<file path="config.mk">
export PLATFORM = sky130hd
export DESIGN_NAME = mem_access_unit
export DESIGN_NICKNAME = d
export VERILOG_FILES = /design/src/rtl/mem_access_unit.sv
export SDC_FILE = /design/constraint.sdc
export NUM_CORES = 1
export LEC_CHECK = 0
export BUFFER_PORTS_ARGS = -buffer_cell sky130_fd_sc_hd__buf_2
export CAP_MARGIN = 20
export CORE_UTILIZATION = 45
export CTS_BUF_LIST = sky130_fd_sc_hd__clkbuf_4
export CTS_CLUSTER_SIZE = 12
export DETAILED_ROUTE_END_ITERATION = 6
export PLACE_DENSITY = 0.71
export SLEW_MARGIN = 40
export SYNTH_ARGS = -nofsm -noshare
export SYNTH_HDL_FRONTEND = slang
export SYNTH_SLANG_ARGS = --single-unit
</file>
<file path="constraint.sdc">
create_clock -name CLK -period 5 [get_ports CLK]
set_input_delay 0.5 -clock CLK [delete_from_list [all_inputs] [get_ports CLK]]
set_output_delay 0.5 -clock CLK [all_outputs]
set_load 0.05 [all_outputs]
</file>
<file path="src/rtl/mem_access_unit.sv">
// Memory access responder: aligns MEM-stage loads/stores onto a word bus,
// splitting misaligned accesses into two beats and stalling until done.
module mem_access_unit #(
  parameter int SPLIT_MISALIGNED = 1
) (
  input  logic        CLK,
  input  logic        RST,
  input  logic        mem_valid,
  input  logic        mem_we,
  input  logic        mem_re,
  input  logic [1:0]  mem_size,
  input  logic        mem_sign,
  input  logic [31:0] mem_addr,
  input  logic [31:0] mem_wdata,
  output logic        stall,
  output logic [31:0] rdata,
  output logic        done,
  output logic        misalign,
  output logic        bus_req,
  output logic        bus_we,
  output logic [31:0] bus_addr,
  output logic [3:0]  bus_wstrb,
  output logic [31:0] bus_wdata,
  input  logic        bus_ack,
  input  logic [31:0] bus_rdata
);

  typedef enum logic [1:0] {IDLE, BEAT0, BEAT1, DONE} state_t;

  state_t      state_q, state_d;
  logic [1:0]  off_q, off_d;
  logic [1:0]  size_q, size_d;
  logic        sign_q, sign_d;
  logic        we_q, we_d;
  logic [31:0] wdata_q, wdata_d;
  logic [7:0]  smask_q, smask_d;
  logic [31:0] lo_q, lo_d;
  logic        bus_req_q, bus_req_d;
  logic        bus_we_q, bus_we_d;
  logic [31:0] bus_addr_q, bus_addr_d;
  logic [3:0]  bus_wstrb_q, bus_wstrb_d;
  logic [31:0] bus_wdata_q, bus_wdata_d;
  logic        done_q, done_d;
  logic        misalign_q, misalign_d;
  logic [31:0] rdata_q, rdata_d;

  logic        op;
  logic [3:0]  mask_n;
  logic [7:0]  smask_n;
  logic [5:0]  rsh;
  logic [31:0] lo_sh, hi_sh;

  function automatic logic [31:0] ext_f(
    input logic [31:0] r,
    input logic [1:0]  sz,
    input logic        zx
  );
    logic [31:0] v;
    case (sz)
      2'b00:   v = {{24{~zx & r[7]}}, r[7:0]};
      2'b01:   v = {{16{~zx & r[15]}}, r[15:0]};
      default: v = r;
    endcase
    return v;
  endfunction

  assign op = mem_valid & (mem_we | mem_re);
  assign stall = op & (state_q != DONE);

  always_comb begin
    case (mem_size)
      2'b00:   mask_n = 4'b0001;
      2'b01:   mask_n = 4'b0011;
      default: mask_n = 4'b1111;
    endcase
    smask_n = {4'b0000, mask_n} << mem_addr[1:0];
    // Upper-beat shift; only used when off != 0, so never 32.
    rsh   = 6'd32 - {1'b0, off_q, 3'b000};
    lo_sh = bus_rdata >> {off_q, 3'b000};
    hi_sh = bus_rdata << rsh;
  end

  always_comb begin
    state_d     = state_q;
    off_d       = off_q;
    size_d      = size_q;
    sign_d      = sign_q;
    we_d        = we_q;
    wdata_d     = wdata_q;
    smask_d     = smask_q;
    lo_d        = lo_q;
    bus_req_d   = bus_req_q;
    bus_we_d    = bus_we_q;
    bus_addr_d  = bus_addr_q;
    bus_wstrb_d = bus_wstrb_q;
    bus_wdata_d = bus_wdata_q;
    done_d      = 1'b0;
    misalign_d  = 1'b0;
    rdata_d     = rdata_q;
    case (state_q)
      IDLE: begin
        if (op) begin
          off_d   = mem_addr[1:0];
          size_d  = mem_size;
          sign_d  = mem_sign;
          we_d    = mem_we;
          wdata_d = mem_wdata;
          smask_d = smask_n;
          lo_d    = '0;
          if (SPLIT_MISALIGNED == 0 && smask_n[7:4] != 4'b0000) begin
            state_d    = DONE;
            done_d     = 1'b1;
            misalign_d = 1'b1;
            rdata_d    = '0;
          end else begin
            state_d     = BEAT0;
            bus_req_d   = 1'b1;
            bus_we_d    = mem_we;
            bus_addr_d  = {mem_addr[31:2], 2'b00};
            bus_wstrb_d = mem_we ? smask_n[3:0] : 4'b0000;
            bus_wdata_d = mem_wdata << {mem_addr[1:0], 3'b000};
          end
        end
      end
      BEAT0: begin
        if (bus_ack) begin
          lo_d = lo_sh;
          if (smask_q[7:4] != 4'b0000) begin
            state_d     = BEAT1;
            bus_addr_d  = bus_addr_q + 32'd4;
            bus_wstrb_d = we_q ? smask_q[7:4] : 4'b0000;
            bus_wdata_d = wdata_q >> rsh;
          end else begin
            state_d     = DONE;
            bus_req_d   = 1'b0;
            bus_we_d    = 1'b0;
            bus_wstrb_d = 4'b0000;
            done_d      = 1'b1;
            rdata_d     = ext_f(lo_sh, size_q, sign_q);
          end
        end
      end
      BEAT1: begin
        if (bus_ack) begin
          state_d     = DONE;
          bus_req_d   = 1'b0;
          bus_we_d    = 1'b0;
          bus_wstrb_d = 4'b0000;
          done_d      = 1'b1;
          rdata_d     = ext_f(lo_q | hi_sh, size_q, sign_q);
        end
      end
      default: state_d = IDLE;
    endcase
  end

  always_ff @(posedge CLK or posedge RST) begin
    if (RST) begin
      state_q     <= IDLE;
      off_q       <= '0;
      size_q      <= '0;
      sign_q      <= 1'b0;
      we_q        <= 1'b0;
      wdata_q     <= '0;
      smask_q     <= '0;
      lo_q        <= '0;
      bus_req_q   <= 1'b0;
      bus_we_q    <= 1'b0;
      bus_addr_q  <= '0;
      bus_wstrb_q <= '0;
      bus_wdata_q <= '0;
      done_q      <= 1'b0;
      misalign_q  <= 1'b0;
      rdata_q     <= '0;
    end else begin
      state_q     <= state_d;
      off_q       <= off_d;
      size_q      <= size_d;
      sign_q      <= sign_d;
      we_q        <= we_d;
      wdata_q     <= wdata_d;
      smask_q     <= smask_d;
      lo_q        <= lo_d;
      bus_req_q   <= bus_req_d;
      bus_we_q    <= bus_we_d;
      bus_addr_q  <= bus_addr_d;
      bus_wstrb_q <= bus_wstrb_d;
      bus_wdata_q <= bus_wdata_d;
      done_q      <= done_d;
      misalign_q  <= misalign_d;
      rdata_q     <= rdata_d;
    end
  end

  assign bus_req   = bus_req_q;
  assign bus_we    = bus_we_q;
  assign bus_addr  = bus_addr_q;
  assign bus_wstrb = bus_wstrb_q;
  assign bus_wdata = bus_wdata_q;
  assign done      = done_q;
  assign misalign  = misalign_q;
  assign rdata     = rdata_q;

endmodule

</file>
==> flow_metrics.py, run 1 <==
metrics = {
    "worst_hold_path": {
        "min-delay-path-class": "in2async",
    },
    "logic_synthesis": {
        "synth_cell_types": 63,
        "ys_async_sr_fraction": 1.00,
        "yosys_warnings": 0,
        "synthTopCellsByArea": "dfrtp_1 45%, mux2i_1 8.2%, mux2_2 5.6%, a21oi_1 4.3%, o21ai_0 3.9%",
        "synth_edf_count": 0,
        "ys_seq_elements": 176,
        "avgSynthCellArea_sq_um": 9.77,
        "netlist.area_leader.share": 0.447,
        "dominantRegCellSynth": "dfrtp_1",
        "netlist_instances": 1008,
        "syn-cell-area_sq_um": 9840,
        "yosysSeqAreaShare": 0.447,
        "synth.largest_area_cell": "dfrtp_1",
    },
    "placement": {
        "gp_congestion": 0.898,
        "io_buffers": 206,
        "dp_hpwl_um": 20600,
    },
    "timing": {
        "hold_viol_final": 11,
        "hold-worst-slack_ns": -0.0271,
        "tightest_slew_ns": 0.796,
        "finalCritPeriodShare": 0.700,
        "finalSetupTns_ns": 0,
        "setup-violations-final": 0,
        "fmax_ghz": 0.286,
        "slew_headroom": 0.469,
        "fin_skew_ns": 0.0304,
        "finalMaxSlewViolations": 0,
        "rsz0062_at_grt": "no",
        "post-route-min-period_ns": 3.50,
    },
    "cts": {
        "clk_latency_ns": 0.62,
        "clk_pin_slew_worst_paths_ns": 0.16,
        "clockBufferDepth": 2,
        "post_cts_resized": 0,
        "holdBufCountCts": 0,
        "cts-root-buf": "clkbuf_4",
        "cts_setup_buffers": 0,
        "cts_buffers": 17,
        "clkSinkCount": 176,
        "cts_tree": "yes",
        "htreeDepth": 4,
    },
    "critical_path": {
        "ff2ff_setup_slack_ns": 1.50,
        "crit_fanout": 25,
        "cp-end-kind": "flip-flop",
        "critPathArrivalTime_ns": 4.03,
        "crit_path_start_kind": "flip-flop",
        "r2r_end": "bus_wdata[31]$_DFFE_PP0P_",
        "reg2reg_from": "off_q[1]$_DFFE_PP0P_",
        "crit_required_ns": 5.53,
        "r2r_cells": 7,
        "criticalPathCategory": "reg2reg",
    },
    "die": {
        "start_util": 0.464,
        "ios": 210,
        "fp.dieH_um": 150,
        "coreArea_sq_um": 21200,
        "row_count": 53,
        "die_area_sq_um": 22500,
        "dieWidth_um": 150,
    },
    "cells_and_area": {
        "area_growth_pct": 15.8,
        "fillerInstances": 1992,
        "nets": 1286,
        "drive_gt1_frac": 0.279,
    },
    "global_routing": {
        "grt_max_degree": 93,
        "globalRouteOverflowTotal": 0,
        "grt_pass1_wl_um": 45400,
        "grt_antenna_before_repair": 6,
        "grt_use_total": 0.263,
        "grt_pass1_vias": 8322,
    },
    "pwr": {
        "internal_power_uw": 4060,
        "power_frac_comb": 0.588,
        "p_seq_frac": 0.308,
        "peakVddDrop_v": 0.000347,
        "p_leak_uw": 0.00519,
        "swShare": 0.532,
        "p_switching_uw": 4620,
        "clock_power_share": 0.104,
        "cellPowerDensity_nw_per_um2": 762,
    },
    "routing": {
        "wl_per_cell_um": 20.0,
        "wirelength_um": 29300,
        "ant_nets": 0,
        "drtPass1Iterations": 5,
        "vias": 8906,
        "drt_iter0_markers": 664,
        "avgViaCountPerCell": 6.06,
        "drcViolationCount": 0,
    },
    "status": {
        "violations": "hold timing",
        "status": "finished, violations left",
    },
    "flow_run": {
        "max_cap_violations": 0,
    },
}
[power groups by stage]
stage | clock network (uW) | logic, uW | registers [uW]
6_report | 905 | 5110 | 2670
5_1_grt | 975 | 5510 | 2750
4_1_cts | 918 | 5110 | 2650
3_5_place_dp | 0 | 5100 | 2680
3_3_place_gp | 0 | 5000 | 2660
2_1_floorplan | 0 | 2790 | 3730
[sequential cells by signal, summed over array words and instances (netlist names)]
signal,flops
size_q,2
bus_req,1
done,1
rdata,32
bus_we,1
sign_q,1
bus_addr,30
state_q,2
bus_wstrb,4
lo_q,32
smask_q,3
we_q,1
off_q,2
bus_wdata,32
wdata_q,32
[critical path, stage by stage, from the launching register on]
cell	delay [ns]
dfrtp_2	0.72
inv_1	0.14
ha_1	0.40
nor2_2	0.68
nand2_2	0.52
nor2_1	0.59
a22oi_1	0.17
o21ai_0	0.19
[per-layer routing]
| metal | wire, um | vias to the layer above | GRT usage |
|---|---|---|---|
| met3 | 2150 | 63 | 0.0540 |
| met2 | 14100 | 360 | 0.420 |
| met1 | 12300 | 4369 | 0.356 |
| li1 | - | 4108 | - |
| met5 | 34 | - | 0 |
| met4 | 739 | 6 | 0.0889 |
[per-stage QoR]
step	instances	area [sq um]	utilization	setup slack [ns]	total power, uW
4_1_cts	1463	11400	0.536	1.28	8680
6_report	1469	11400	0.537	1.50	8680
5_1_grt	1464	11400	0.536	1.24	9240
3_3_place_gp	1430	11000	0.519	0.588	7660
2_1_floorplan	1010	9850	-	2.25	6520
3_5_place_dp	1431	11100	0.521	1.32	7780
[area by class of cell]
cell class,instances,area (sq um),area share
sequential,176,4410,0.387
multi-input combinational,751,5120,0.449
clock inverter,15,180,0.0158
antenna,6,15.0,0.00132
clock buffer,17,128,0.0112
timing repair buffer,218,1160,0.102
inverter,11,45.0,0.00395
tap,275,344,0.0302
[synth_stat cells, drive strengths merged (22+ instances only)]
| cell | count |
|---|---|
| dfrtp | 176 |
| nand2 | 98 |
| a21oi | 86 |
| mux2i | 81 |
| o21ai | 78 |
| nor2 | 77 |
| mux2 | 49 |
| a211oi | 47 |
| clkbuf | 41 |
| o22ai | 39 |
| buf | 31 |
| a22o | 24 |
| a22oi | 22 |
[placed cells by master (no fill, tap or decap), types with 17 or more instances in the layout]
cell      synthesis  routed
o22ai_1          38      38
a21oi_1          84      84
a22o_1           24      24
mux2i_1          81      81
nor2_1           76      74
buf_2            20     205
o21ai_0          76      76
a211oi_1         45      45
nand2_1          98      96
mux2_2           49      49
dfrtp_1         176     174
clkbuf_4          0      17
a22oi_1          22      22
nand3_1          18      18
[cells by family after synthesis]
logic type,count (synthesis),share of synthesized area
AOI/OAI and AO/OA,350,0.231
adders and majority gates,6,0.00763
buffers and inverters,83,0.0369
DFF,176,0.447
muxes,139,0.159
other,1,0.000381
and+or+nand+nor,253,0.118
[worst max path at each step]
stage	startpoint	slack, ns	end	cells past startpoint
2_1_floorplan	RST	2.25	bus_addr[10]$_DFFE_PP0P_	1
3_3_place_gp	off_q[1]$_DFFE_PP0P_	0.59	bus_wdata[26]$_DFFE_PP0P_	7
3_5_place_dp	off_q[1]$_DFFE_PP0P_	1.32	bus_wdata[28]$_DFFE_PP0P_	7
4_1_cts	off_q[1]$_DFFE_PP0P_	1.28	bus_wdata[28]$_DFFE_PP0P_	7
5_1_grt	off_q[1]$_DFFE_PP0P_	1.24	bus_wdata[31]$_DFFE_PP0P_	7
6_report	off_q[1]$_DFFE_PP0P_	1.50	bus_wdata[31]$_DFFE_PP0P_	7
Power figures use the tool's default switching activity.
==> run 2: changes to the inputs <==
PLACE_DENSITY = 0.68   (was 0.71)
clock period = 3.32 ns   (was 5 ns; I/O delays follow)
==> run 2 against run 1 <==
  * Hold slack better by 0.056 ns
  * The flow now finishes without violations
  * Sequential cell count unchanged
  * Core utilization up 1.9 points
  * Die area unchanged
  * Largest cell class unchanged
==> flow_metrics.py, run 2 (synthesis gave the netlist of run 1 again) <==
metrics = {
    "status": {
        "status": "complete, no violations",
    },
    "critical_path": {
        "worst-path-buf-inv": 1,
        "ff2ff_setup_slack_ns": 0.48,
        "critPathArrivalTime_ns": 3.36,
        "crit_required_ns": 3.84,
        "crit_chain": "inv_2 -> ha_1 -> nand3b_1 -> nor2_1 -> a21oi_1 -> o21ai_0",
        "cp-end-kind": "flip-flop",
        "r2r_cells": 6,
        "slowest_stage": "nor2_1",
        "cpLargestDelayFamily": "simple AND/OR/NAND/NOR gates",
        "reg2reg_from": "off_q[0]$_DFFE_PP0P_",
        "r2r_end": "bus_wdata[11]$_DFFE_PP0P_",
        "crit_fanout": 23,
        "critPathMaxStageDelay_ns": 0.68,
        "criticalPathCategory": "reg2reg",
        "crit_path_start_kind": "flip-flop",
    },
    "placement": {
        "dp_hpwl_um": 20900,
        "io_buffers": 206,
        "preCtsSetupSlack_ns": 0.567,
        "gp_congestion": 0.916,
        "dp.cells": 1442,
    },
    "worst_hold_path": {
        "hold_depth": 3,
        "hold_start": "mem_addr[7]",
        "min-delay-path-class": "in2reg",
        "holdPathEnd": "bus_addr[7]$_DFFE_PP0P_",
    },
    "die": {
        "ios": 210,
        "coreArea_sq_um": 21200,
        "start_util": 0.464,
        "row_count": 53,
        "dieWidth_um": 150,
        "die_area_sq_um": 22500,
        "fp.dieH_um": 150,
    },
    "cts": {
        "cts-root-buf": "clkbuf_4",
        "cts_tree": "yes",
        "htreeDepth": 4,
        "clockBufferDepth": 2,
        "clk_pin_slew_worst_paths_ns": 0.15,
        "clkSinkCount": 176,
        "cts_setup_buffers": 0,
        "cts_buffers": 17,
        "clk_latency_ns": 0.59,
    },
    "timing": {
        "fmax_ghz": 0.353,
        "finalMaxSlewViolations": 0,
        "postLayoutSetupSlackWorst_ns": 0.484,
        "slew_headroom": 0.450,
        "finalSetupTns_ns": 0,
        "rsz0062_at_grt": "no",
        "hold_viol_final": 0,
        "fin_skew_ns": 0.0309,
        "finalCritPeriodShare": 0.854,
        "post-route-min-period_ns": 2.84,
        "tightest_slew_ns": 0.825,
        "setup-violations-final": 0,
    },
    "global_routing": {
        "grt_antenna_before_repair": 6,
        "grt_use_total": 0.269,
        "globalRouteOverflowTotal": 0,
        "grt_max_degree": 142,
        "grt_pass1_vias": 8653,
        "grt_pass1_wl_um": 46800,
    },
    "pwr": {
        "finalPower_uw": 13100,
        "p_leak_uw": 0.00538,
        "peakVddDrop_v": 0.000539,
        "cellPowerDensity_nw_per_um2": 1110,
    },
    "cells_and_area": {
        "mostFrequentLayoutCells": "206 x buf_2, 175 x dfrtp_1, 97 x nand2_1",
        "fillerInstances": 1938,
        "nets": 1337,
        "final_cells": 1518,
        "drive_gt1_frac": 0.275,
        "layout_commonest_cell": "buf_2",
        "area_growth_pct": 20.0,
    },
    "routing": {
        "ant_nets": 0,
        "avgViaCountPerCell": 5.98,
        "drtPass1Iterations": 5,
        "wl_per_cell_um": 19.6,
        "drt_iter0_markers": 677,
        "vias": 9074,
        "drcViolationCount": 0,
        "wirelength_um": 29800,
    },
    "flow_run": {
        "max_cap_violations": 0,
    },
}
==> run 2: cell types whose count changed in the layout (fill, tap and decap cells not counted), sizes merged <==
cell         previous run  this run
clkinvlp                2         4
bufinv                  3         0
clkinv                  6         4
buf                   218       230
dlygate4sd3             0        39
inv                    15        18
diode                   6         4
==> run 2: area by class of cell <==
| class | instances | area (sq um) | area share |
|---|---|---|---|
| Timing Repair Buffer | 269 | 1630 | 0.138 |
| Clock buffer | 17 | 128 | 0.0108 |
| Sequential cell | 176 | 4410 | 0.373 |
| Clock inverter | 15 | 146 | 0.0124 |
| Multi-Input combinational cell | 751 | 5090 | 0.431 |
| Antenna cell | 4 | 10.0 | 0.000848 |
| Inverter | 11 | 45.0 | 0.00381 |
| Tap cell | 275 | 344 | 0.0291 |
==> run 2: worst max path at each step <==
stage | cells after the start | start | to
3_5_place_dp | 6 | off_q[0]$_DFFE_PP0P_ | bus_wdata[11]$_DFFE_PP0P_
4_1_cts | 6 | off_q[0]$_DFFE_PP0P_ | bus_wdata[9]$_DFFE_PP0P_
6_report | 6 | off_q[0]$_DFFE_PP0P_ | bus_wdata[11]$_DFFE_PP0P_
2_1_floorplan | 1 | RST | bus_addr[10]$_DFFE_PP0P_
5_1_grt | 6 | off_q[0]$_DFFE_PP0P_ | bus_wdata[11]$_DFFE_PP0P_
3_3_place_gp | 6 | off_q[0]$_DFFE_PP0P_ | bus_wdata[14]$_DFFE_PP0P_
==> run 2: layer usage <==
metal  vias to the layer above  wire length (um)  part of all wire  GRT usage
met5                         -                11           0.00037          0
met3                        61              2000             0.067     0.0491
met4                         2               746             0.025     0.0914
met1                      4405             12800              0.43      0.378
li1                       4219                 -                 -          -
met2                       387             14200              0.48      0.416
==> run 2: tightest hold or removal path, stage by stage <==
cell     delay [ns]
buf_2          0.09
o22ai_1        0.06
a21oi_1        0.11
==> run 2: repair_timing <==
action / 4_1_cts / 5_1_grt
hold buffers: 39 / 0
endpoints found under the hold margin: 97 / 0
resized for setup: 0 / 0
==> run 2: stage by stage <==
stage                     instance area (sq um)  hold WS [ns]  utilization
after global placement                    11100         0.453        0.523
after global routing                      11800       0.00694        0.556
after floorplan                            9850         0.449            -
after CTS                                 11800       0.00105        0.555
final                                     11800        0.0289        0.556
after detailed placement                  11100         0.450        0.523
==> run 2: where the power goes <==
part / switching, uW / internal [uW] / total (uW) / leakage [uW]
Sequential: 852 / 3130 / 3980 / 0.00218
Clock: 865 / 334 / 1200 / 0.000141
Combinational: 5330 / 2550 / 7880 / 0.00305
